### src/rtl/alu_pkg.sv
// Shared definitions for the two-requester ALU arbiter: data width,
// operation codes and controller states.
package alu_pkg;

    localparam int DATA_W = 8;

    typedef enum logic [3:0] {
        OP_ADD = 4'd0,
        OP_SUB = 4'd1,
        OP_AND = 4'd2,
        OP_OR  = 4'd3,
        OP_XOR = 4'd4,
        OP_NOT = 4'd5,
        OP_SHL = 4'd6,
        OP_SHR = 4'd7,
        OP_EQ  = 4'd8,
        OP_GT  = 4'd9,
        OP_LT  = 4'd10
    } op_e;

    typedef enum logic [1:0] {
        IDLE = 2'd0,
        EXEC = 2'd1,
        RESP = 2'd2
    } state_e;

endpackage

### src/rtl/alu_core.sv
// Purely combinational ALU: computes one operation on two operands and
// reports carry/borrow and an illegal-opcode flag.
module alu_core #(
    parameter int DATA_W = alu_pkg::DATA_W
) (
    input  logic [DATA_W-1:0] a,
    input  logic [DATA_W-1:0] b,
    input  logic [3:0]        sel,
    output logic [DATA_W-1:0] out,
    output logic              carry,
    output logic              err
);
    import alu_pkg::*;

    logic [DATA_W:0] wide;

    // Decode the opcode; unused codes yield a zero result with the error flag set
    always_comb begin
        out   = '0;
        carry = 1'b0;
        err   = 1'b0;
        wide  = '0;
        case (sel)
            OP_ADD: begin
                wide  = {1'b0, a} + {1'b0, b};
                out   = wide[DATA_W-1:0];
                carry = wide[DATA_W];
            end
            OP_SUB: begin
                wide  = {1'b0, a} - {1'b0, b};
                out   = wide[DATA_W-1:0];
                carry = wide[DATA_W];
            end
            OP_AND: out = a & b;
            OP_OR:  out = a | b;
            OP_XOR: out = a ^ b;
            OP_NOT: out = ~a;
            OP_SHL: out = {a[DATA_W-2:0], 1'b0};
            OP_SHR: out = {1'b0, a[DATA_W-1:1]};
            OP_EQ:  out[0] = (a == b);
            OP_GT:  out[0] = (a > b);
            OP_LT:  out[0] = (a < b);
            default: err = 1'b1;
        endcase
    end

endmodule

### src/rtl/alu_arbiter.sv
// Two-requester front end for a shared ALU: round-robin arbitration,
// operand capture, one-cycle execute and a held response until consumed.
module alu_arbiter #(
    parameter int DATA_W = alu_pkg::DATA_W
) (
    input  logic              clk,
    input  logic              rst_n,
    input  logic [1:0]        req_valid,
    output logic [1:0]        req_ready,
    input  logic [DATA_W-1:0] req0_a,
    input  logic [DATA_W-1:0] req0_b,
    input  logic [3:0]        req0_sel,
    input  logic [DATA_W-1:0] req1_a,
    input  logic [DATA_W-1:0] req1_b,
    input  logic [3:0]        req1_sel,
    output logic              rsp_valid,
    input  logic              rsp_ready,
    output logic              rsp_id,
    output logic [DATA_W-1:0] rsp_out,
    output logic              rsp_zero,
    output logic              rsp_carry,
    output logic              rsp_err,
    output logic              busy
);
    import alu_pkg::*;

    state_e            state;
    state_e            state_next;
    logic              last_id;
    logic              grant_id;
    logic              accept;
    logic [DATA_W-1:0] cap_a;
    logic [DATA_W-1:0] cap_b;
    logic [3:0]        cap_sel;
    logic              cap_id;
    logic [DATA_W-1:0] core_out;
    logic              core_carry;
    logic              core_err;

    alu_core #(.DATA_W(DATA_W)) u_core (
        .a     (cap_a),
        .b     (cap_b),
        .sel   (cap_sel),
        .out   (core_out),
        .carry (core_carry),
        .err   (core_err)
    );

    // Pick the winner: a lone requester wins, a tie goes to whoever was not served last; ready is gated by reset
    always_comb begin
        grant_id  = 1'b0;
        req_ready = 2'b00;
        if (req_valid == 2'b10) begin
            grant_id = 1'b1;
        end else if (req_valid == 2'b11) begin
            grant_id = ~last_id;
        end
        accept = rst_n && (state == IDLE) && (req_valid != 2'b00);
        if (accept) begin
            req_ready = grant_id ? 2'b10 : 2'b01;
        end
    end

    // Next-state logic: execute takes exactly one cycle, response waits for the consumer
    always_comb begin
        state_next = state;
        case (state)
            IDLE:    if (accept) state_next = EXEC;
            EXEC:    state_next = RESP;
            RESP:    if (rsp_ready) state_next = IDLE;
            default: state_next = IDLE;
        endcase
    end

    // State register; reset abandons any in-flight operation
    always_ff @(posedge clk or negedge rst_n) begin
        if (!rst_n) begin
            state <= IDLE;
        end else begin
            state <= state_next;
        end
    end

    // Capture the granted request, then register the ALU result so it stays stable through RESP
    always_ff @(posedge clk or negedge rst_n) begin
        if (!rst_n) begin
            last_id   <= 1'b1;
            cap_a     <= '0;
            cap_b     <= '0;
            cap_sel   <= '0;
            cap_id    <= 1'b0;
            rsp_out   <= '0;
            rsp_zero  <= 1'b0;
            rsp_carry <= 1'b0;
            rsp_err   <= 1'b0;
            rsp_id    <= 1'b0;
        end else begin
            if (accept) begin
                last_id <= grant_id;
                cap_id  <= grant_id;
                cap_a   <= grant_id ? req1_a : req0_a;
                cap_b   <= grant_id ? req1_b : req0_b;
                cap_sel <= grant_id ? req1_sel : req0_sel;
            end
            if (state == EXEC) begin
                rsp_out   <= core_out;
                rsp_zero  <= (core_out == '0);
                rsp_carry <= core_carry;
                rsp_err   <= core_err;
                rsp_id    <= cap_id;
            end
        end
    end

    assign rsp_valid = (state == RESP);
    assign busy      = (state != IDLE);

endmodule

### config.mk
export PLATFORM = sky130hd
export DESIGN_NAME = alu_arbiter
export DESIGN_NICKNAME = d
export VERILOG_FILES = /design/src/rtl/alu_pkg.sv /design/src/rtl/alu_core.sv /design/src/rtl/alu_arbiter.sv
export SDC_FILE = /design/constraint.sdc
export NUM_CORES = 1
export LEC_CHECK = 0
export ABC_AREA = 1
export CORE_UTILIZATION = 45
export DETAILED_ROUTE_END_ITERATION = 7
export PLACE_DENSITY = 0.8
export SLEW_MARGIN = 20
export SYNTH_ARGS = -nofsm -noshare
export SYNTH_HDL_FRONTEND = slang
export SYNTH_HIERARCHICAL = 1
export SYNTH_SLANG_ARGS = --single-unit
### constraint.sdc
create_clock -name clk -period 3.7 [get_ports clk]
set_clock_uncertainty 0.2 [all_clocks]
set_input_delay 1.11 -clock clk [delete_from_list [all_inputs] [get_ports clk]]
set_output_delay 1.11 -clock clk [all_outputs]
set_load 0.01 [all_outputs]
==> impl_metrics.toml <==
[logic_synthesis]
syn_avg_cell_area_um2 = 6.30
yosysUniqueCellTypes = 28
synth-simple-area-share_pct = 43.2
ys_warn_count = 6
synth_top_family_by_area = "simple AND/OR/NAND/NOR gates"
async_flop_share_pct = 100
syn_area_um2 = 3260
synth-seq-cells = 36
yosys.area_share.adder_pct = 10.4
ys.flop_type = "dfrtp_1"
yosysTopAreaCell = "dfrtp_1"
synth_compound_area_share_pct = 7.05
yosysSeqAreaShare_pct = 27.6
synth_edf_count = 0
synthCells = 518
syn_nets = 589
synthXorXnorAreaFrac_pct = 0
synth.top_cell.area_share_pct = 26.8
synth_area_leaders = "dfrtp_1 (27%), nand2_1 (24%), nand3_1 (9.7%), ha_1 (9.2%), inv_1 (6.8%)"
synth_mux_area_share_pct = 0

[power]
power_mw = 2.99
p_per_area_nw_per_um2 = 749
leakage_nw = 2.13
peakVddDrop_mv = 0.305

[detailed_routing]
drt_wl_total_um = 8540
drc = 0
detail_route.first_pass.iterations = 5
drt_iter0_markers = 240
via_per_inst = 5.06
drtAntennaViolNets = 0
wl_per_cell_um = 12.7
vias = 3403

[cts]
clkSinkCount = 36
cts.hold.buffers_added = 0
cts_tree = "built"
clk_pin_slew_ns = 0.07
cts_inserted_buffers = 5
clock_latency_ns = 0.29
htreeDepth = 2
clock_path_buffers = 2
cts-root-buf = "clkbuf_8"

[timing]
fmaxAchievable_mhz = 281
period_share_pct = 96.1
worst_pin_slew_ns = 0.489
drv_slew = 0
finalCriticalPeriod_ns = 3.56
relSlewSlack_pct = 67.4
finalHoldViolations = 0
rsz0062_at_grt = "no"
setup_viol_count_final = 0

[floorplanning]
die_w_um = 87.2
dieArea_um2 = 7600
initial_core_util_pct = 47.3
boundaryPins = 61
core_area_um2 = 6910
die_height_um = 87.2
rows = 30

[placed_design]
place.gp.congestion = 0.929
hpwl_um = 7110
portBuffers = 60

[global_routing]
grt_pass1_vias = 3307
grt_max_degree = 37
overflow = 0
track_usage_pct = 24.9
grt_pass1_wl_um = 14900
grt_antenna_before_repair = 0

[layout]
final_common_cell = "nand2_1"
finalNetCount = 646
fillers = 695
mostFrequentLayoutCells = "nand2_1 (208), nand3_1 (63), inv_1 (59)"
drive_above_1_share_pct = 6.77
fin_util_pct = 57.9
antenna-diode-count = 0
syn_to_final_growth_pct = 22.5

[min_path]
hold_depth = 2
hold_end = "rsp_err$_DFFE_PN0N_"
holdCritStartpoint = "rsp_err$_DFFE_PN0N_"
hold_class = "reg -> reg"

[worst_setup_path]
r2r_start = "cap_a[4]$_DFFE_PN0P_"
worstPathArrival_ns = 2.25
path_max_fanout = 2
reg2reg_to = "rsp_zero$_DFFE_PN0N_"
regToRegSetupSlack_ns = 1.17
startpoint_type = "primary input"
crit_type = "in -> out"
endpoint_kind = "primary output"
rr_worst_depth = 11
required_ns = 2.39

[run]
drv_cap = 0

[outcome]
outcome = "finished clean"
cell usage after synthesis, drive strengths merged, types with 5 or more instances:
library cell and number:
o21ai 17, o22ai 6, nand2 214, nand4 6, ha 24, nor3 5, a21oi 14, inv 66
nand3 63, dfrtp 35, buf 17, nor2 40
what timing repair did:
| item | in CTS | in global routing |
|---|---|---|
| resized for setup | 3 | 0 |
| setup endpoints to repair | 2 | 0 |
| setup buffers | 0 | 0 |
power breakdown:
part	total [mW]	switching, mW	internal, mW
logic	1.96	1.24	0.719
registers	0.740	0.185	0.555
clock network	0.291	0.139	0.151
worst max-delay path, cell delays in order:
cell and delay (ns):
clkdlybuf4s50_1 0.51, nand2_1 0.08, nand2_1 0.09, inv_1 0.06, nand2_1 0.09, inv_1 0.04
dlygate4sd2_1 0.27
registers in the layout, indices dropped and copies added, names as in the netlist:
name	flops
cap_a	8
cap_b	8
cap_id	1
cap_sel	4
last_id	1
rsp_carry	1
rsp_err	1
rsp_id	1
rsp_out	8
rsp_zero	1
state	2
metal layers:
layer / global-route usage [%] / up-vias / share of wire, %
li1: - / 1743 / -
met1: 31.5 / 1506 / 45
met2: 42.4 / 132 / 47
met3: 3.89 / 22 / 5.5
met4: 10.3 / 0 / 2.8
met5: 0 / - / 0
worst max-delay path by stage:
stage                      start            to  slack (ns)  depth (start not counted)
global route        req_valid[0]  req_ready[1]        0.09                          7
CTS                 req_valid[0]  req_ready[1]        0.14                          7
global placement    req_valid[1]  req_ready[0]       -0.12                          6
finish              req_valid[0]  req_ready[1]        0.14                          7
detailed placement  req_valid[1]  req_ready[0]       -0.13                          6
floorplan           req_valid[1]  req_ready[0]        0.73                          5
logic make-up after synthesis:
family,after synthesis
AND/OR/NAND/NOR,330
buffers and inverters,84
flip-flops,36
AO/OA/AOI/OAI,42
adder cells (fa/ha/maj),26
through the flow:
stage / worst slack, ns / hold slack, ns / instances / cell area, um2 / setup TNS [ns]
after floorplan: 0.732 / 0.247 / 518 / 3260 / 0
after global placement: -0.119 / 0.255 / 664 / 3910 / -0.182
after detailed placement: -0.133 / 0.258 / 664 / 3910 / -0.233
after CTS: 0.140 / 0.277 / 672 / 4000 / 0
after global routing: 0.0887 / 0.293 / 672 / 4000 / 0
final: 0.143 / 0.271 / 672 / 4000 / 0
area by class of cell:
type	count	area, um2	area share, %
Multi-Input combinational cell	398	1980	49.6
Sequential cell	36	902	22.6
Timing Repair Buffer	68	652	16.3
Inverter	66	248	6.20
Tap cell	96	120	3.00
Clock buffer	7	86.3	2.16
Clock inverter	1	7.51	0.188
(Power assumes the default switching activity.)
